`src/rtl/mips_pkg.sv`:
```
// ---------------------------------------------------------------------------
// mips_pkg
// Shared types and constants for the MIPS fetch path.
//   fetch_state_t     : instruction-fetch FSM states
//   HALT_ADDR_DEFAULT : fetch address that marks end of program
//   RESET_VECTOR      : boot address, shared with the program counter
//   is_word_aligned() : true when an address is 32-bit aligned
// ---------------------------------------------------------------------------
package mips_pkg;

  typedef enum logic [2:0] {
    ST_IDLE  = 3'd0,
    ST_READ  = 3'd1,
    ST_HOLD  = 3'd2,
    ST_HALT  = 3'd3,
    ST_ERROR = 3'd4
  } fetch_state_t;

  localparam logic [31:0] HALT_ADDR_DEFAULT = 32'h0000_0000;
  localparam logic [31:0] RESET_VECTOR      = 32'hBFC0_0000;

  function automatic logic is_word_aligned(input logic [31:0] addr);
    return (addr[1:0] == 2'b00);
  endfunction

endpackage

```
`src/rtl/mips_instr_fetch_if.sv`:
```
// ---------------------------------------------------------------------------
// mips_instr_fetch_if
// Avalon-MM read-only bus between the fetch unit and instruction memory.
//   avm_address     : read address           (master -> slave)
//   avm_read        : read strobe            (master -> slave)
//   avm_byteenable  : byte lanes, always all (master -> slave)
//   avm_waitrequest : slave stall            (slave -> master)
//   avm_readdata    : read data              (slave -> master)
// ---------------------------------------------------------------------------
interface mips_instr_fetch_if;

  logic [31:0] avm_address;
  logic        avm_read;
  logic [3:0]  avm_byteenable;
  logic        avm_waitrequest;
  logic [31:0] avm_readdata;

  modport master (
    output avm_address,
    output avm_read,
    output avm_byteenable,
    input  avm_waitrequest,
    input  avm_readdata
  );

  modport slave (
    input  avm_address,
    input  avm_read,
    input  avm_byteenable,
    output avm_waitrequest,
    output avm_readdata
  );

endinterface

```
`src/rtl/mips_instr_fetch.sv`:
```
// ---------------------------------------------------------------------------
// mips_instr_fetch
// Fetches one instruction per request from the Avalon-MM instruction bus,
// holds it for the controller, then pulses pc_cnt_en to advance the PC.
// Flags halt, misaligned fetch and bus timeout as sticky terminal errors.
//
// Ports:
//   clk, rst     : clock, synchronous active-high reset
//   pc           : fetch address from the program counter
//   fetch_en     : controller requests a fetch of pc
//   instr_ack    : controller consumes the held instruction
//   avm          : Avalon-MM master (address/read/byteenable/waitrequest/data)
//   instr        : captured instruction word
//   instr_valid  : instr holds an unconsumed word
//   pc_cnt_en    : one-cycle PC advance (combinational)
//   halted       : sticky, HALT_ADDR fetched
//   addr_error   : sticky, misaligned pc
//   bus_timeout  : sticky, wait limit exceeded
//
// state    | meaning
// ---------+-----------------------------------------------
// ST_IDLE  | waiting for fetch_en
// ST_READ  | Avalon read outstanding, counting stall cycles
// ST_HOLD  | instruction held until instr_ack
// ST_HALT  | HALT_ADDR fetched, stopped until reset
// ST_ERROR | misaligned fetch or bus timeout, stopped until reset
// ---------------------------------------------------------------------------
module mips_instr_fetch
  import mips_pkg::*;
#(
  parameter logic [31:0] HALT_ADDR      = HALT_ADDR_DEFAULT,
  parameter int          TIMEOUT_CYCLES = 255,
  parameter int          CNT_W          = 8
) (
  input  logic                      clk,
  input  logic                      rst,
  input  logic [31:0]               pc,
  input  logic                      fetch_en,
  input  logic                      instr_ack,
  mips_instr_fetch_if.master        avm,
  output logic [31:0]               instr,
  output logic                      instr_valid,
  output logic                      pc_cnt_en,
  output logic                      halted,
  output logic                      addr_error,
  output logic                      bus_timeout
);

  localparam bit TIMEOUT_EN = (TIMEOUT_CYCLES != 0);
  // Counter value seen on the last tolerated stall cycle.
  localparam logic [CNT_W-1:0] WAIT_LAST =
    TIMEOUT_EN ? CNT_W'(TIMEOUT_CYCLES - 1) : '0;

  fetch_state_t     state_q, state_d;
  logic [CNT_W-1:0] wait_cnt_q, wait_cnt_d;
  logic [31:0]      addr_q, addr_d;
  logic             read_q, read_d;
  logic [31:0]      instr_q, instr_d;
  logic             valid_q, valid_d;
  logic             halted_q, halted_d;
  logic             addr_err_q, addr_err_d;
  logic             timeout_q, timeout_d;

  always_ff @(posedge clk) begin
    if (rst) begin
      state_q    <= ST_IDLE;
      wait_cnt_q <= '0;
      addr_q     <= '0;
      read_q     <= 1'b0;
      instr_q    <= '0;
      valid_q    <= 1'b0;
      halted_q   <= 1'b0;
      addr_err_q <= 1'b0;
      timeout_q  <= 1'b0;
    end else begin
      state_q    <= state_d;
      wait_cnt_q <= wait_cnt_d;
      addr_q     <= addr_d;
      read_q     <= read_d;
      instr_q    <= instr_d;
      valid_q    <= valid_d;
      halted_q   <= halted_d;
      addr_err_q <= addr_err_d;
      timeout_q  <= timeout_d;
    end
  end

  always_comb begin
    state_d    = state_q;
    wait_cnt_d = wait_cnt_q;
    addr_d     = addr_q;
    read_d     = read_q;
    instr_d    = instr_q;
    valid_d    = valid_q;
    halted_d   = halted_q;
    addr_err_d = addr_err_q;
    timeout_d  = timeout_q;

    unique case (state_q)
      ST_IDLE: begin
        if (fetch_en) begin
          // Halt check wins over alignment so a misaligned HALT_ADDR still halts.
          if (pc == HALT_ADDR) begin
            state_d  = ST_HALT;
            halted_d = 1'b1;
          end else if (!is_word_aligned(pc)) begin
            state_d    = ST_ERROR;
            addr_err_d = 1'b1;
          end else begin
            state_d    = ST_READ;
            addr_d     = pc;
            read_d     = 1'b1;
            wait_cnt_d = '0;
          end
        end
      end

      // fetch_en and pc are ignored: an issued Avalon read is never withdrawn.
      ST_READ: begin
        if (!avm.avm_waitrequest) begin
          instr_d = avm.avm_readdata;
          valid_d = 1'b1;
          read_d  = 1'b0;
          state_d = ST_HOLD;
        end else if (TIMEOUT_EN && (wait_cnt_q == WAIT_LAST)) begin
          read_d    = 1'b0;
          timeout_d = 1'b1;
          state_d   = ST_ERROR;
        end else begin
          wait_cnt_d = wait_cnt_q + 1'b1;
        end
      end

      ST_HOLD: begin
        if (instr_ack) begin
          valid_d = 1'b0;
          state_d = ST_IDLE;
        end
      end

      ST_HALT, ST_ERROR: begin
        read_d  = 1'b0;
        valid_d = 1'b0;
      end

      default: begin
        state_d = ST_IDLE;
        read_d  = 1'b0;
        valid_d = 1'b0;
      end
    endcase
  end

  // Combinational so the PC advances on the same edge instr_valid clears.
  assign pc_cnt_en = (state_q == ST_HOLD) && instr_ack;

  assign avm.avm_address    = addr_q;
  assign avm.avm_read       = read_q;
  assign avm.avm_byteenable = 4'b1111;

  assign instr       = instr_q;
  assign instr_valid = valid_q;
  assign halted      = halted_q;
  assign addr_error  = addr_err_q;
  assign bus_timeout = timeout_q;

endmodule

```
`src/flat_wrapper.sv`:
```
// flat-port wrapper written by rule: the top's interface ports become plain ports
module mips_instr_fetch_flat import mips_pkg::*;
#(
  parameter logic [31:0] HALT_ADDR      = HALT_ADDR_DEFAULT,
  parameter int          TIMEOUT_CYCLES = 255,
  parameter int          CNT_W          = 8
)
  (clk, rst, pc, fetch_en, instr_ack, instr, instr_valid, pc_cnt_en, halted, addr_error, bus_timeout, avm_avm_address, avm_avm_read, avm_avm_byteenable, avm_avm_waitrequest, avm_avm_readdata);
  mips_instr_fetch_if avm_i ();
  input  logic clk;
  input  logic rst;
  input  logic [31:0] pc;
  input  logic fetch_en;
  input  logic instr_ack;
  output logic [31:0] instr;
  output logic instr_valid;
  output logic pc_cnt_en;
  output logic halted;
  output logic addr_error;
  output logic bus_timeout;
  output wire logic [$bits(avm_i.avm_address)-1:0] avm_avm_address;
  output wire logic [$bits(avm_i.avm_read)-1:0] avm_avm_read;
  output wire logic [$bits(avm_i.avm_byteenable)-1:0] avm_avm_byteenable;
  input wire logic [$bits(avm_i.avm_waitrequest)-1:0] avm_avm_waitrequest;
  input wire logic [$bits(avm_i.avm_readdata)-1:0] avm_avm_readdata;
  assign avm_avm_address = avm_i.avm_address;
  assign avm_avm_read = avm_i.avm_read;
  assign avm_avm_byteenable = avm_i.avm_byteenable;
  assign avm_i.avm_waitrequest = avm_avm_waitrequest;
  assign avm_i.avm_readdata = avm_avm_readdata;
  mips_instr_fetch #(.HALT_ADDR(HALT_ADDR), .TIMEOUT_CYCLES(TIMEOUT_CYCLES), .CNT_W(CNT_W)) u_core (.clk(clk), .rst(rst), .pc(pc), .fetch_en(fetch_en), .instr_ack(instr_ack), .avm(avm_i), .instr(instr), .instr_valid(instr_valid), .pc_cnt_en(pc_cnt_en), .halted(halted), .addr_error(addr_error), .bus_timeout(bus_timeout));
endmodule
```
`config.mk`:
```
export PLATFORM = sky130hd
export DESIGN_NAME = mips_instr_fetch_flat
export DESIGN_NICKNAME = d
export VERILOG_FILES = /design/src/rtl/mips_pkg.sv /design/src/rtl/mips_instr_fetch_if.sv /design/src/rtl/mips_instr_fetch.sv /design/src/flat_wrapper.sv
export SDC_FILE = /design/constraint.sdc
export NUM_CORES = 1
export LEC_CHECK = 0
export ABC_AREA = 0
export CAP_MARGIN = 20
export CORE_AREA = 2 2 97 99
export CTS_CLUSTER_SIZE = 24
export DETAILED_ROUTE_END_ITERATION = 16
export DIE_AREA = 0 0 99 101
export PLACE_DENSITY = 0.74
export SYNTH_ARGS = -nofsm -noshare
export SYNTH_HDL_FRONTEND = slang
export SYNTH_SLANG_ARGS = --single-unit
```
`constraint.sdc`:
```
create_clock -name clk -period 1.8 [get_ports clk]
set_input_delay 0.18 -clock clk [delete_from_list [all_inputs] [get_ports clk]]
set_output_delay 0.18 -clock clk [all_outputs]
set_load 0.1 [all_outputs]
```
After elaboration in Yosys (flattened, before gate mapping)
Index checks and enable logic that the tools add are counted.
- bits in registers: 80
- bits of input ports: 69
- output and inout bits: 74
- word-level logic and storage cells: 66
- $add $sub $neg: 1
- equal/unequal tests: 13
- multiplexer cells: 22
- bitwise operators: 6
- reductions and logical operators: 15
- operators with widths (kind ; number):
    8-bit two-way mux ; 5
    32-bit logical NOT ; 1
    3-bit two-way mux ; 6
    8-bit case mux with 2 select lines ; 1
    2-bit inequality test (second input constant) ; 6
    3-bit case mux with 4 select lines ; 1
    4-bit AND reduction ; 3
    3-bit AND reduction ; 3
    8-bit by 1-bit adder with 8-bit output (second input constant) ; 1
    8-bit equality test (second input constant) ; 1
    1-bit two-way mux ; 7
    3-bit by 2-bit equality test with 1-bit output (second input constant) ; 2
    1-bit inverter ; 6
    1-bit case mux with 3 select lines ; 2
    6-bit AND reduction ; 1
    5-bit AND reduction ; 1
    3-bit by 1-bit equality test with 1-bit output (second input constant) ; 1
    3-bit equality test (second input constant) ; 1
    3-bit logical NOT ; 1
    3-bit by 2-bit inequality test with 1-bit output (second input constant) ; 1
    2-bit logical NOT ; 1
    2-bit by 1-bit inequality test with 1-bit output (second input constant) ; 1
    2-bit AND reduction ; 1
    2-bit nonzero test ; 1
    2 further kinds ; 2

Depth between registers and ports, before layout
Gate-level depths: netlist of run 1.
- word-level depth: 5
- depth in mapped cells: 8
- depth with buffers taken out: 7

Worst setup path after synthesis of run 1
No wires, ideal clock.
- path kind: flip-flop to flip-flop
- start point: register u_core.wait_cnt_q[0]
- end point: register u_core.wait_cnt_q[1]
- library setup time: 0.121 ns
- arrival: 1.674 ns
- slack: 0.005 ns
- stages on the path, launching flop included: 9
- path buffers: 1
- period minus slack after synthesis: 1.795 ns
- cells stage by stage: dfxtp_1 inv_1 ha_1 nand3_1 or2_2 clkbuf_2 a21oi_4 a211oi_4 mux2_4
- word-level cells in the longest chain between the ends: 4
- elaborated cells on any way between the ends: 7
- those cells by class: 1 x add/sub; 2 x eq/ne; 3 x mux; 1 x reduce/logical
- ends and longest elaborated chain (item ; line ; source):
    start: declaration ; mips_instr_fetch.sv:55 ; logic [CNT_W-1:0] wait_cnt_q, wait_cnt_d;
    start signal: assignment ; mips_instr_fetch.sv:77 ; wait_cnt_q <= wait_cnt_d;
    8-bit by 1-bit adder with 8-bit output ; mips_instr_fetch.sv:130 ; wait_cnt_d = wait_cnt_q + 1'b1;
    8-bit two-way mux ; mips_instr_fetch.sv:125 ; end else if (TIMEOUT_EN && (wait_cnt_q == WAIT_LAST)) begin
    8-bit two-way mux ; mips_instr_fetch.sv:120 ; if (!avm.avm_waitrequest) begin
    8-bit case mux with 2 select lines ; mips_instr_fetch.sv:99 ; unique case (state_q)
Parallel ways exist; a longest one is shown, timed or not. The select of a mux whose other input is x is not followed.
A chain may end at the register's enable or synchronous reset.

Worst setup path after layout of run 1
- start point: register u_core.wait_cnt_q[1]
- end point: register u_core.wait_cnt_q[1]
The elaborated chain is that of the path after synthesis.

==> results of run 1 <==
-- report_power, final --
| part | total, mW | internal, mW | switching, mW |
|---|---|---|---|
| logic | 0.823 | 0.303 | 0.521 |
| registers | 1.85 | 1.81 | 0.0324 |
| clock network | 1.43 | 0.777 | 0.650 |
-- cell families (layout without fill, tap and decap cells) --
logic type,count (synthesis),count (layout),synth area share
other,1,4,0.00114
buffers and inverters,30,195,0.0506
AO/OA/AOI/OAI,70,70,0.134
flip-flops,80,80,0.487
adder cells (fa/ha/maj),2,2,0.00761
AND/OR/NAND/NOR,153,153,0.214
multiplexers,34,34,0.105
-- area by class of cell --
cell class | count | area, um2
clock buffer | 10 | 128
clock inverter | 5 | 81.3
fill | 786 | 3790
inverter | 2 | 7.51
multi-input combinational | 263 | 1600
sequential | 80 | 1600
tap | 111 | 139
timing repair buffer | 178 | 1630
-- through the flow --
step                      hold WS [ns]  cells  setup slack, ns  TNS [ns]  power, mW
after detailed placement         0.448    631           -0.398    -14.23       2.69
after floorplan                  0.316    373          0.00516         0       2.39
after CTS                        0.196    646          0.00452         0       4.12
final                            0.132    649           0.0835         0       4.10
after global placement           0.444    631           -0.388    -14.59       2.68
after global routing             0.147    649          0.00615         0       4.24
-- state kept, by name, indices dropped and copies added, names as in the netlist --
register,flops
u_core.avm.avm_address,32
u_core.instr,32
u_core.wait_cnt_q,8
u_core.state_q,3
u_core.addr_error,1
u_core.avm.avm_read,1
u_core.bus_timeout,1
u_core.halted,1
u_core.instr_valid,1
-- metal layers --
| layer | share of wire | vias up |
|---|---|---|
| li1 | - | 1574 |
| met1 | 0.44 | 1418 |
| met2 | 0.48 | 99 |
| met3 | 0.063 | 18 |
| met4 | 0.021 | 0 |
| met5 | 0 | - |
-- path summary, 6_finish.rpt --
kind	startpoint	endpoint	cells past startpoint
max	u_core.wait_cnt_q[1]$_SDFFE_PP0P_	u_core.wait_cnt_q[1]$_SDFFE_PP0P_	6
min	pc[18]	u_core.avm.avm_address[18]$_SDFFE_PP0P_	3
max reg2reg	u_core.wait_cnt_q[1]$_SDFFE_PP0P_	u_core.wait_cnt_q[1]$_SDFFE_PP0P_	6
min reg2reg	u_core.instr[3]$_SDFFE_PP0P_	u_core.instr[3]$_SDFFE_PP0P_	2
-- critical path: stages, from the launching register on --
cell and delay (ns):
sky130_fd_sc_hd__dfxtp_2 0.37, sky130_fd_sc_hd__ha_1 0.17, sky130_fd_sc_hd__nand3_1 0.11, sky130_fd_sc_hd__or2_2 0.39, sky130_fd_sc_hd__a21oi_4 0.20, sky130_fd_sc_hd__a211oi_4 0.06
sky130_fd_sc_hd__mux2_4 0.30
-- layout by cell type (no fill, tap or decap), types with 3 or more instances in the layout --
cell type,netlist,layout
sky130_fd_sc_hd__o21a_1,4,4
sky130_fd_sc_hd__o21ai_0,7,7
sky130_fd_sc_hd__nand2_1,74,74
sky130_fd_sc_hd__o211ai_1,3,3
sky130_fd_sc_hd__and3b_1,3,3
sky130_fd_sc_hd__nor2_1,42,41
sky130_fd_sc_hd__buf_4,6,103
sky130_fd_sc_hd__nand4_1,3,3
sky130_fd_sc_hd__buf_12,0,3
sky130_fd_sc_hd__a21oi_1,38,38
sky130_fd_sc_hd__nor3_1,4,3
sky130_fd_sc_hd__nor4_2,0,8
sky130_fd_sc_hd__clkbuf_8,1,9
sky130_fd_sc_hd__dfxtp_1,80,78
sky130_fd_sc_hd__a21boi_0,4,4
sky130_fd_sc_hd__nand3_1,3,3
sky130_fd_sc_hd__mux2i_1,33,33
sky130_fd_sc_hd__nand2b_1,4,4
sky130_fd_sc_hd__conb_1,1,4
sky130_fd_sc_hd__clkdlybuf4s50_1,0,46
sky130_fd_sc_hd__dlymetal6s2s_1,0,21
-- repair_timing --
item                                    4_1_cts  5_1_grt
gates resized for setup                       1       34
pin swaps                                     0       10
endpoints found under the setup margin       15       36
gates cloned                                  0        3
==> summary.json, run 1 <==
{
  "drt": {
    "detail_route.drc_violations": 0,
    "route.final.wire_length_um": 8980,
    "drt_pre_antenna_iters": 4,
    "detail_route.wl_per_cell_um": 13.8,
    "routed-via-count": 3109,
    "drt_iter0_drc": 172,
    "avgViaCountPerCell": 4.79,
    "detail-route-antenna-nets": 0
  },
  "yosys": {
    "netlist.area_leader.share": 0.487,
    "number_of_warnings_printed_during_yosys_synthesis": 0,
    "synth_top_flop_cell": "sky130_fd_sc_hd__dfxtp_1",
    "synthMostInstantiatedCell": "sky130_fd_sc_hd__dfxtp_1",
    "synth_top_cells_by_area": "sky130_fd_sc_hd__dfxtp_1 (49%), sky130_fd_sc_hd__mux2i_1 (10%), sky130_fd_sc_hd__nand2_1 (8.5%), sky130_fd_sc_hd__a21oi_1 (5.8%), sky130_fd_sc_hd__nor2_1 (4.8%)",
    "synth.avg_cell_area_um2": 8.88,
    "ys_seq_area_frac": 0.487,
    "syn-cell-area_um2": 3290,
    "post-synth-top-area-cell": "sky130_fd_sc_hd__dfxtp_1",
    "synthesis.instances": 370,
    "ys_ff_latch": 80,
    "asyncSetResetFlopFracSynth": 0,
    "synth_enable_flop_cells": 0,
    "synth.lib_cells_used.distinct": 46,
    "synthTopCellsByCount": "sky130_fd_sc_hd__dfxtp_1 (80), sky130_fd_sc_hd__nand2_1 (74), sky130_fd_sc_hd__nor2_1 (42), sky130_fd_sc_hd__a21oi_1 (38), sky130_fd_sc_hd__mux2i_1 (33)"
  },
  "placed_design": {
    "gp_congestion": 0.804,
    "place_area_um2": 4800,
    "hpwl_um": 6460,
    "port_buffers": 138
  },
  "cts": {
    "cts_max_path_buffers": 2,
    "htree_levels": 3,
    "post-cts-setup-buffers": 0,
    "cts_made_buffers": 9,
    "clock_latency_ns": 0.35,
    "ctsHoldBuffers": 0,
    "clock_tree_from_tritoncts": "yes",
    "cts_root_buf": "sky130_fd_sc_hd__clkbuf_8",
    "tritoncts_num_sinks": 80,
    "cts.reportedPaths.clkPinSlew_ns": 0.08
  },
  "final_layout": {
    "share_of_final_layout_standard_cells_stronger_than_drive_strength_1": 0.273,
    "num-nets-final": 605,
    "final_util": 0.578,
    "area_delta_synth_final_pct": 57.9,
    "final_design_area_no_fill_um2": 5190,
    "antenna_cells_inserted": 0
  },
  "worst_setup_path": {
    "critPathRequiredTime_ns": 2.03,
    "crit_fanout": 8,
    "critical_path_class": "reg -> reg",
    "critPathLaunchType": "register",
    "timing.critical_path.arrival_ns": 1.95,
    "setup_crit_end_kind": "register",
    "setup.reg_to_reg.worst_slack_ns": 0.08
  },
  "hold_path": {
    "hold_wc_path_type": "in -> reg"
  },
  "floorplan": {
    "fp.dieArea_um2": 10000,
    "die_width_um": 99,
    "die_height_um": 101,
    "core.rowCount": 35,
    "initial_utilization": 0.366,
    "placeableCoreArea_um2": 8980,
    "top_level_ports": 143
  },
  "timing": {
    "maxClockFrequency_ghz": 0.583,
    "setup-violations-final": 0,
    "final.period_utilization": 0.954,
    "maxSlewHeadroom": 0.669,
    "worstMarginPinSlew_ns": 0.489,
    "report.final.slew_viol_count": 0,
    "grt_setup_unrepaired": "false",
    "final_period_minus_worst_setup_slack_ns": 1.72,
    "timing.final.hold_violations": 0,
    "fin_clk_skew_ns": 0.00979
  },
  "grt": {
    "first_global_vias": 2916,
    "antenna_violations_before_repair": 0,
    "grt_max_degree": 70,
    "grt_most_used_layer": "met2",
    "grt_usage": 0.171,
    "grt_use_met1": 0.213,
    "grt.met3_usage": 0.0485,
    "globalRoute.totalOverflow": 0,
    "grt_use_met2": 0.278,
    "first_pass_grt_wire_length_um": 13900
  },
  "run_status": {
    "status": "complete, no violations"
  },
  "power": {
    "ir_drop_v": 0.000371,
    "pwr_density_cell_nw_per_um2": 789,
    "total_leakage_power_nw": 2.46
  },
  "job": {
    "cap_viol_max_count": 0
  }
}
Note: power is estimated with default switching activity, not from simulation.
==> run 2: changes to the inputs <==
--- a/config.mk
+++ b/config.mk
@@ -5,13 +5,13 @@
 export SDC_FILE = /design/constraint.sdc
 export NUM_CORES = 1
 export LEC_CHECK = 0
-export ABC_AREA = 0
+export ABC_AREA = 1
 export CAP_MARGIN = 20
 export CORE_AREA = 2 2 97 99
 export CTS_CLUSTER_SIZE = 24
 export DETAILED_ROUTE_END_ITERATION = 16
 export DIE_AREA = 0 0 99 101
-export PLACE_DENSITY = 0.74
+export PLACE_DENSITY = 0.76
 export SYNTH_ARGS = -nofsm -noshare
 export SYNTH_HDL_FRONTEND = slang
 export SYNTH_SLANG_ARGS = --single-unit
==> summary.json, run 2 <==
{
  "run_status": {
    "status": "complete, no violations"
  },
  "cts": {
    "htree_levels": {"value": 3, "change": "unchanged"},
    "cts.reportedPaths.clkPinSlew": {"value": 0.08, "unit": "ns", "change": "about the same"},
    "clock_latency": {"value": 0.35, "unit": "ns", "change": "about the same"},
    "cts_max_path_buffers": {"value": 2, "change": "unchanged"},
    "cts.repair.resized": {"value": 0, "change": "-1"},
    "cts_made_buffers": {"value": 9, "change": "unchanged"},
    "post-cts-setup-buffers": {"value": 0, "change": "unchanged"},
    "tritoncts_num_sinks": {"value": 80, "change": "unchanged"},
    "ctsHoldBuffers": {"value": 0, "change": "unchanged"},
    "clock_tree_from_tritoncts": "yes",
    "cts_root_buf": "sky130_fd_sc_hd__clkbuf_8"
  },
  "worst_setup_path": {
    "max_stage_delay": {"value": 0.37, "unit": "ns", "change": "-0.02 ns"},
    "timing.critical_path.arrival": {"value": 1.88, "unit": "ns", "change": "-0.07 ns"},
    "crit_path_cells": "inv_1 > ha_1 > nand2_1 > nor2_1 > nand2_1 > inv_1 > o21ai_4 > nand3_4 > a21oi_1 > nor2_1",
    "critical_path_class": "reg -> reg",
    "critPathLaunchType": "register",
    "critPathRequiredTime": {"value": 2.04, "unit": "ns", "change": "about the same"},
    "setup_crit_end_kind": "register",
    "crit_fanout": {"value": 9, "change": "+1"},
    "crit_family": "compound AO/OA/AOI/OAI gates",
    "cell_at_the_slowest_stage_of_the_critical_path": "sky130_fd_sc_hd__dfxtp_2",
    "cp.buffers_inverters": {"value": 2, "change": "+2"}
  },
  "drt": {
    "detail-route-antenna-nets": {"value": 0, "change": "unchanged"},
    "detail_route.wl_per_cell": {"value": 13.4, "unit": "um", "change": "-2.8%"},
    "drt_iter0_drc": {"value": 212, "change": "+23%"},
    "route.final.wire_length": {"value": 9550, "unit": "um", "change": "+6.3%"},
    "routed-via-count": {"value": 3521, "change": "+13%"},
    "drt_pre_antenna_iters": {"value": 4, "change": "unchanged"},
    "avgViaCountPerCell": {"value": 4.96, "change": "+3.5%"},
    "detail_route.drc_violations": {"value": 0, "change": "unchanged"}
  },
  "floorplan": {
    "initial_utilization": {"value": 0.383, "change": "+0.0173"},
    "die_height": {"value": 101, "unit": "um", "change": "unchanged"},
    "fp.dieArea": {"value": 10000, "unit": "um2", "change": "unchanged"},
    "top_level_ports": {"value": 143, "change": "unchanged"},
    "core.rowCount": {"value": 35, "change": "unchanged"},
    "placeableCoreArea": {"value": 8980, "unit": "um2", "change": "unchanged"},
    "die_width": {"value": 99, "unit": "um", "change": "unchanged"}
  },
  "timing": {
    "maxClockFrequency": {"value": 0.610, "unit": "GHz", "change": "+4.7%"},
    "report.final.slew_viol_count": {"value": 0, "change": "unchanged"},
    "grt_setup_unrepaired": "false",
    "final_period_minus_worst_setup_slack": {"value": 1.64, "unit": "ns", "change": "-0.0769 ns"},
    "timing.final.hold_violations": {"value": 0, "change": "unchanged"},
    "setup-violations-final": {"value": 0, "change": "unchanged"},
    "setup_tns": {"value": 0, "unit": "ns", "change": "unchanged"},
    "final.period_utilization": {"value": 0.911, "change": "-0.0427"},
    "timing.final.ws_setup": {"value": 0.160, "unit": "ns", "change": "+0.0769 ns"},
    "fin_clk_skew": {"value": 0.00995, "unit": "ns", "change": "+0.000161 ns"}
  },
  "grt": {
    "first_pass_grt_wire_length": {"value": 15500, "unit": "um", "change": "+12%"},
    "antenna_violations_before_repair": {"value": 0, "change": "unchanged"},
    "first_global_vias": {"value": 3307, "change": "+13%"},
    "grt_max_degree": {"value": 42, "change": "-40%"},
    "globalRoute.totalOverflow": {"value": 0, "change": "unchanged"},
    "grt_usage": {"value": 0.189, "change": "+0.0175"}
  },
  "yosys": {
    "synth.lib_cells_used.distinct": {"value": 31, "change": "-33%"},
    "synthesis.instances": {"value": 460, "change": "+24%"},
    "synth_top_flop_cell": "sky130_fd_sc_hd__dfxtp_1",
    "netlist.area_leader.share": {"value": 0.465, "change": "-0.0220"},
    "synth_top_cells_by_area": "sky130_fd_sc_hd__dfxtp_1 (47%), sky130_fd_sc_hd__nand2_1 (8.1%), sky130_fd_sc_hd__nor2_1 (7.7%), sky130_fd_sc_hd__a21oi_1 (6.3%), sky130_fd_sc_hd__nand3_1 (6.0%)",
    "post-synth-top-area-cell": "sky130_fd_sc_hd__dfxtp_1",
    "asyncSetResetFlopFracSynth": {"value": 0, "change": "unchanged"},
    "synth_enable_flop_cells": {"value": 0, "change": "unchanged"},
    "ys_seq_area_frac": {"value": 0.465, "change": "-0.0220"},
    "synthMostInstantiatedCell": "sky130_fd_sc_hd__dfxtp_1",
    "synthTopCellsByCount": "sky130_fd_sc_hd__dfxtp_1 (80), sky130_fd_sc_hd__nand2_1 (74), sky130_fd_sc_hd__nor2_1 (71), sky130_fd_sc_hd__a21oi_1 (43), sky130_fd_sc_hd__nand3_1 (41)",
    "number_of_warnings_printed_during_yosys_synthesis": {"value": 0, "change": "unchanged"},
    "syn-cell-area": {"value": 3440, "unit": "um2", "change": "+4.7%"},
    "synth.avg_cell_area": {"value": 7.48, "unit": "um2", "change": "-16%"},
    "ys_ff_latch": {"value": 80, "change": "unchanged"}
  },
  "final_layout": {
    "num-nets-final": {"value": 665, "change": "+9.9%"},
    "fin_cells": {"value": 710, "change": "+9.4%"},
    "area_delta_synth_final_pct": 46.4,
    "antenna_cells_inserted": {"value": 0, "change": "unchanged"},
    "filler_cell_count": {"value": 811, "change": "+3.2%"},
    "final_cell_mix": "sky130_fd_sc_hd__buf_4 (79), sky130_fd_sc_hd__dfxtp_1 (79), sky130_fd_sc_hd__nand2_1 (74), sky130_fd_sc_hd__nor2_1 (70), sky130_fd_sc_hd__clkdlybuf4s50_1 (68)",
    "share_of_final_layout_standard_cells_stronger_than_drive_strength_1": {"value": 0.197, "change": "-0.0762"}
  },
  "placed_design": {
    "port_buffers": {"value": 138, "change": "unchanged"},
    "placed_instances": {"value": 694, "change": "+10%"},
    "hpwl": {"value": 6890, "unit": "um", "change": "+6.6%"},
    "gp_congestion": {"value": 0.902, "change": "+12%"},
    "placement.setup.worst_slack": {"value": -0.0128, "unit": "ns", "change": "+0.385 ns"}
  },
  "power": {
    "total_leakage_power": {"value": 2.12, "unit": "nW", "change": "-14%"},
    "pwr_density_cell": {"value": 1050, "unit": "nW/um2", "change": "+33%"},
    "ir_drop": {"value": 0.000784, "unit": "V", "change": "+110%"}
  },
  "hold_path": {
    "hold_wc_path_type": "in -> reg"
  },
  "job": {
    "cap_viol_max_count": {"value": 0, "change": "unchanged"}
  }
}
## run 2: cell types whose count changed after synthesis, moves of 9 or more
| cell | previous run | this run |
|---|---|---|
| sky130_fd_sc_hd__mux2i_1 | 33 | 0 |
| sky130_fd_sc_hd__nor3_1 | 4 | 30 |
| sky130_fd_sc_hd__inv_1 | 2 | 20 |
| sky130_fd_sc_hd__o21ai_0 | 7 | 26 |
| sky130_fd_sc_hd__nand3_1 | 3 | 41 |
| sky130_fd_sc_hd__nor2_1 | 42 | 71 |
| sky130_fd_sc_hd__o21ai_1 | 0 | 9 |
## run 2: metrics by stage
stage	total power [mW]	area [um2]	utilization	hold WS [ns]
final	5.28	5040	0.561	0.410
after global routing	5.50	5040	0.561	0.410
after CTS	5.33	5040	0.561	0.394
after detailed placement	3.73	4790	0.534	0.440
after global placement	3.71	4790	0.534	0.434
after floorplan	3.26	3460	-	0.322
## run 2: layout make-up
| class | count | area [um2] | area share |
|---|---|---|---|
| multi-input combinational | 329 | 1600 | 0.317 |
| sequential | 80 | 1600 | 0.318 |
| clock buffer | 11 | 141 | 0.0281 |
| clock inverter | 5 | 104 | 0.0206 |
| inverter | 22 | 82.6 | 0.0164 |
| timing repair buffer | 152 | 1370 | 0.273 |
| tap | 111 | 139 | 0.0276 |
## run 2: final timing paths
kind,to,slack [ns],cells past startpoint,start
hold / removal,u_core.instr[1]$_SDFFE_PP0P_,0.41,3,avm_avm_readdata[1]
setup / recovery,u_core.wait_cnt_q[0]$_SDFFE_PP0P_,0.16,10,u_core.wait_cnt_q[0]$_SDFFE_PP0P_
setup reg to reg,u_core.wait_cnt_q[0]$_SDFFE_PP0P_,0.16,10,u_core.wait_cnt_q[0]$_SDFFE_PP0P_
hold reg to reg,u_core.avm.avm_address[0]$_SDFFE_PP0P_,0.45,2,u_core.avm.avm_address[0]$_SDFFE_PP0P_
## run 2: tightest hold or removal path: stages
cell	delay, ns
sky130_fd_sc_hd__clkdlybuf4s50_1	0.39
sky130_fd_sc_hd__nand3_1	0.08
sky130_fd_sc_hd__a21oi_1	0.06
## run 2: kinds of logic (layout without fill, tap and decap cells)
kind of cell,Yosys count,in the layout,share of synthesized area
xor gates and xnor gates,1,1,0.00254
DFF,80,80,0.465
and+or+nand+nor,240,240,0.324
other,1,4,0.00109
AOI/OAI and AO/OA,82,82,0.125
adders and majority gates,2,2,0.00727
buffers and inverters,54,190,0.0749
## run 2: routing by layer
metal / up-vias / GRT usage / routed length, um
li1: 1777 / - / -
met1: 1609 / 0.229 / 4010
met2: 109 / 0.322 / 4770
met3: 26 / 0.0354 / 504
met4: 0 / 0.0896 / 263
met5: - / 0 / 0
## run 2: power breakdown
part	total (mW)	leakage [nW]	switching, mW	internal, mW
clock network	1.59	0.124	0.633	0.960
logic	1.70	1.34	1.23	0.472
registers	1.99	0.649	0.0921	1.90
==> patch 1, RTL diff (config.mk and constraints of run 1) <==
`addr_q` no longer has a reset.
--- a/src/rtl/mips_instr_fetch.sv
+++ b/src/rtl/mips_instr_fetch.sv
@@ -65,7 +65,6 @@
     if (rst) begin
       state_q    <= ST_IDLE;
       wait_cnt_q <= '0;
-      addr_q     <= '0;
       read_q     <= 1'b0;
       instr_q    <= '0;
       valid_q    <= 1'b0;
@@ -75,7 +74,6 @@
     end else begin
       state_q    <= state_d;
       wait_cnt_q <= wait_cnt_d;
-      addr_q     <= addr_d;
       read_q     <= read_d;
       instr_q    <= instr_d;
       valid_q    <= valid_d;
@@ -83,6 +81,10 @@
       addr_err_q <= addr_err_d;
       timeout_q  <= timeout_d;
     end
+  end
+
+  always_ff @(posedge clk) begin
+    addr_q <= addr_d;
   end
 
   always_comb begin
Function: changed (Yosys sat finds a counterexample within 4 cycles, from zero or initial values and one cycle with rst high).
==> patch 1 against run 1 <==
  * Routed wire length is 12% lower
  * Design area is 9.2% lower
  * Count of clock-buffer cells in the layout is 1 higher
  * Setup slack better by 39 ps
  * Synthesized area is 8.3% lower
  * Total power is 2.4% lower
  * Sequential power is 7% higher
  * Sequential share of layout area is 9.9 points higher
  * Die area stayed put
  * Sequential cell count stayed put
  * Highest routed layer unchanged
==> patch 1: results (changes against run 1) <==
status=complete, no violations (unchanged); DR vias=2715 (was 3109); Synth cell types=36 (was 46); worst slack at placement=-309 ps (was -398 ps); Post-CTS Setup Bufs=0 (unchanged); Placement Cell Area=4520 µm² (was 4800 µm²); share of the synthesized area in the top cell type=31.9% (was 48.7%); Worst Skew=8.72 ps (was 9.79 ps); number of global-route vias before repair=2608 (was 2916); Leak=1.80 nW (was 2.46 nW); placed cells=554 (was 631); FFs w/ async S/R, synth=0% (unchanged); largest net degree at the start of global routing=39 (was 70); gr usage total=15.4% (was 17.1%); first-pass GRT wire length=12.3 mm (was 13.9 mm); root buffer cell=clkbuf_8 (unchanged); proportion of synthesized chip area in sequential cells=63.8% (was 48.7%); top post-synthesis cells by area=dfxtp_1 32%, edfxtp_1 32%, nand2_1 9.2% (was dfxtp_1 49%, mux2i_1 10%, nand2_1 8.5%); CTS clk-pin slew, worst paths=90 ps; CP max-delay cell=clkdlybuf4s50_1 (was or2_2); final wirelength=7.86 mm (was 8.98 mm); post_cts resized=0 (was 1); initial antenna violation count=0 (unchanged); Arrival @ worst endpoint=1770 ps (was 1950 ps); n_diodes=0 (unchanged); Post-DP HPWL=5.94 mm (was 6.46 mm); number of synthesized flops with an enable pin=32 (was 0); layout cell share with drive strength beyond 1=27.0% (was 27.3%); DRT iter0 DRCs=115 (was 172); Top delay family on crit path=buffers and inverters (was simple AND/OR/NAND/NOR gates); worst-path fanout max=32 (was 8); Final nets=525 (was 605); Synth top cells by count=74 x nand2_1, 48 x dfxtp_1, 40 x a21oi_1 (was 80 x dfxtp_1, 74 x nand2_1, 42 x nor2_1); worst min path class=in2reg (unchanged); peak supply drop=0.398 mV (was 0.371 mV); TritonCTS Buffers=9 (unchanged); synthesized instance count=294 (was 370); gp weighted congestion=0.872 (was 0.804); Final Non-Filler Cells=570 (was 649); CP peak stage delay=430 ps (was 390 ps)
patch 1: changes by cell type after synthesis, moves of 3 or more:
cell      change
nor2_1       -30
o21ai_0       -3
mux2i_1      -33
buf_2         -3
nand4_1       +3
a21boi_0      -4
edfxtp_1     +32
inv_1         +4
dfxtp_1      -32
o22ai_1       +3
o211ai_1      -3
clkbuf_1      -3
o21a_1        -4
patch 1: cell type report:
type	count	area, µm²
clock buffer	11	135
clock inverter	5	31.3
fill	828	4270
inverter	6	26.3
multi-input combinational	193	1020
sequential	80	1920
tap	111	139
timing repair buffer	164	1440
patch 1: worst reg2reg max path: stages, from the launching register on:
cell and delay, ps:
dfxtp_1 390, nor3_2 300, nand3_1 140, o21bai_4 220, nand2_1 160, mux2_2 350
patch 1: routing by layer:
metal	track usage [%]	routed length, µm
met1	18.3	3380
met2	26.3	3720
met3	5.27	653
met4	4.64	111
met5	0	0
patch 1: report_power, final:
part           total [W]  internal [W]  switching [W]
clock            0.00118      0.000520       0.000656
sequential       0.00198       0.00194      0.0000342
combinational   0.000845      0.000289       0.000556
patch 1: final timing paths:
check,start,end,slack [ps],depth (start not counted)
worst max-delay path,pc[28],u_core.avm.avm_address[25],120,6
worst min-delay path,avm_avm_readdata[10],u_core.instr[10],370,3
worst min register to register,u_core.addr_error,u_core.addr_error,450,2
worst max register to register,u_core.state_q[2],u_core.wait_cnt_q[1],140,5
patch 1: kinds of logic (layout without fill, tap and decap cells):
group,count (synthesis),after routing,synth area share [%]
buf+inv,24,186,3.90
simple gates,126,126,19.3
compound gates,60,60,11.7
fa+ha+maj,2,2,0.830
flops,80,80,63.8
other cells,1,4,0.124
mux,1,1,0.374
==> patch 2, RTL diff (config.mk and constraints of run 1) <==
Made on the original files. `CNT_W` is set to 8 in 2 places; all go to 9.
--- a/src/rtl/mips_instr_fetch.sv
+++ b/src/rtl/mips_instr_fetch.sv
@@ -30,7 +30,7 @@
 #(
   parameter logic [31:0] HALT_ADDR      = HALT_ADDR_DEFAULT,
   parameter int          TIMEOUT_CYCLES = 255,
-  parameter int          CNT_W          = 8
+  parameter int          CNT_W          = 9
 ) (
   input  logic                      clk,
   input  logic                      rst,
--- a/src/flat_wrapper.sv
+++ b/src/flat_wrapper.sv
@@ -3,7 +3,7 @@
 #(
   parameter logic [31:0] HALT_ADDR      = HALT_ADDR_DEFAULT,
   parameter int          TIMEOUT_CYCLES = 255,
-  parameter int          CNT_W          = 8
+  parameter int          CNT_W          = 9
 )
   (clk, rst, pc, fetch_en, instr_ack, instr, instr_valid, pc_cnt_en, halted, addr_error, bus_timeout, avm_avm_address, avm_avm_read, avm_avm_byteenable, avm_avm_waitrequest, avm_avm_readdata);
   mips_instr_fetch_if avm_i ();
Function: no difference found for any inputs over 4 cycles, from zero or initial values and one cycle with rst high; that may be too few to reach the edited logic, so the function may still have changed.
==> patch 2 against run 1 <==
  * Critical path depth grew 3
  * Routed wire length grew 2.3%
  * Total power down 1.7%
  * Critical endpoint is now u_core.avm.avm_address[10]
  * Sequential share of layout area grew 0.39 points
  * Sequential cell count up 1
  * Cell count is 2.3% higher
  * Design area rose by 0.14%
  * Synthesized area is 1.1% lower
  * Largest power group unchanged
  * Setup slack lost 39 ps
  * Maximum frequency is 2.2% lower
==> patch 2: results (changes against run 1) <==
Arrival @ worst endpoint=1970 ps (was 1950 ps); top post-synthesis cells by area=dfxtp_1 50%, mux2i_1 9.5%, nand2_1 9.2% (was dfxtp_1 49%, mux2i_1 10%, nand2_1 8.5%); Top delay family on crit path=buffers and inverters (was simple AND/OR/NAND/NOR gates); worst-path fanout max=6 (was 8); Synth top cells by count=81 x dfxtp_1, 80 x nand2_1, 44 x nor2_1 (was 80 x dfxtp_1, 74 x nand2_1, 42 x nor2_1); Register-to-Register Path Depth=7 (was 6); worst slack at placement=-479 ps (was -398 ps); Final Non-Filler Cells=664 (was 649); placed cells=644 (was 631); Mean Syn Cell Area=8.57 µm² (was 8.88 µm²); root buffer cell=clkbuf_8 (unchanged); met2 usage=28.3% (was 27.8%); DR vias=3235 (was 3109); proportion of synthesized chip area in sequential cells=49.9% (was 48.7%); CTS clk-pin slew, worst paths=80 ps (about the same); post-DR wirelength/cell=13.8 µm (about the same); first-pass GRT wire length=14.0 mm (was 13.9 mm); Fill cells=781 (was 786); gr usage total=17.3% (was 17.1%); met3 usage=5.89% (was 4.85%); layout cell share with drive strength beyond 1=27.5% (was 27.3%); status=complete, no violations (unchanged); GR Layer Usage met1=21.3% (about the same); Synth warnings=0 (unchanged); reg2reg setup slack=60 ps (was 80 ps); Critical Path End=u_core.avm.avm_address[10] (was u_core.wait_cnt_q[1]); count of buffers from port buffering=138 (unchanged); reg2reg start=u_core.wait_cnt_q[0] (was u_core.wait_cnt_q[1]); Final period util=97.5% (was 95.4%); Post-DP HPWL=6.52 mm (was 6.46 mm); largest net degree at the start of global routing=39 (was 70); DRT iter0 DRCs=94 (was 172); initial antenna violation count=0 (unchanged); CP Launch Point=pc[8] (was u_core.wait_cnt_q[1]); CP max-delay cell=clkdlybuf4s50_1 (was or2_2); clk_lat worst skew=340 ps; Synth cell types=40 (was 46); Final nets=620 (was 605); ys flop type=dfxtp_1 (unchanged); gp weighted congestion=0.867 (was 0.804); worst min path class=in2reg (unchanged); FFs w/ async S/R, synth=0% (unchanged); number of global-route vias before repair=3065 (was 2916); Leak=2.32 nW (was 2.46 nW); r2r endpoint=u_core.state_q[2] (was u_core.wait_cnt_q[1]); Worst Skew=8.31 ps (was 9.79 ps); peak supply drop=0.479 mV (was 0.371 mV); CP peak stage delay=480 ps (was 390 ps)
patch 2: changes by cell type after synthesis, moves of 3 or more:
cell,change
nand2_1,+6
a21boi_0,-4
nor3_1,+4
o21a_1,-4
a31oi_1,+3
and3b_1,-3
inv_1,+3
nand2b_1,+3
o211ai_1,-3
patch 2: per-stage QoR:
stage	TNS [ps]	cell area, µm²	util [%]	power [W]
6_report	0	5200	57.9	0.00402
5_1_grt	-593	5200	57.9	0.00420
4_1_cts	0	5020	55.9	0.00404
3_5_place_dp	-17580	4800	53.4	0.00268
3_3_place_gp	-13870	4800	53.4	0.00267
2_1_floorplan	0	3260	-	0.00238
patch 2: cells by family (layout without fill, tap and decap cells):
group	count (synthesis)	count (layout)	share of synthesized area, %
AOI/OAI and AO/OA	63	63	10.8
adders and majority gates	2	2	0.770
buffers and inverters	30	201	4.62
DFF	81	81	49.9
muxes	31	31	9.55
other	1	4	0.115
and+or+nand+nor	171	171	24.3
patch 2: what timing repair did:
action | CTS | global route
resized for setup | 3 | 22
cloned | 0 | 3
setup endpoints to repair | 39 | 57
pin swaps | 1 | 7
setup buffers | 0 | 2
endpoints found under the hold margin | 0 | 0
patch 2: worst min path at each step:
| stage | from | endpoint | slack, ps | cells after the start |
|---|---|---|---|---|
| 3_5_place_dp | u_core.instr[25] | u_core.instr[25] | 450 | 2 |
| 2_1_floorplan | avm_avm_readdata[26] | u_core.instr[26] | 320 | 2 |
| 3_3_place_gp | u_core.instr[27] | u_core.instr[27] | 440 | 2 |
| 4_1_cts | rst | u_core.instr[27] | 110 | 2 |
| 5_1_grt | rst | u_core.instr[27] | 120 | 2 |
| 6_report | rst | u_core.instr[27] | 130 | 2 |
patch 2: layout make-up:
type | count | area share (%)
Inverter | 5 | 0.361
Clock buffer | 11 | 2.91
Clock inverter | 4 | 0.987
Multi-Input combinational cell | 271 | 30.4
Tap cell | 111 | 2.67
Timing Repair Buffer | 181 | 31.3
Sequential cell | 81 | 31.3
patch 2: power breakdown:
part           internal (W)  leakage, nW  switching (W)  total (W)
clock network      0.000712        0.102       0.000636    0.00135
registers           0.00183        0.657      0.0000300    0.00186
logic              0.000308         1.56       0.000505   0.000813
total               0.00285         2.32        0.00117    0.00402
patch 2: metal layers:
metal	vias to the layer above	routed length (µm)
li1	1621	-
met1	1528	3930
met2	72	4610
met3	14	497
met4	0	150
met5	-	0
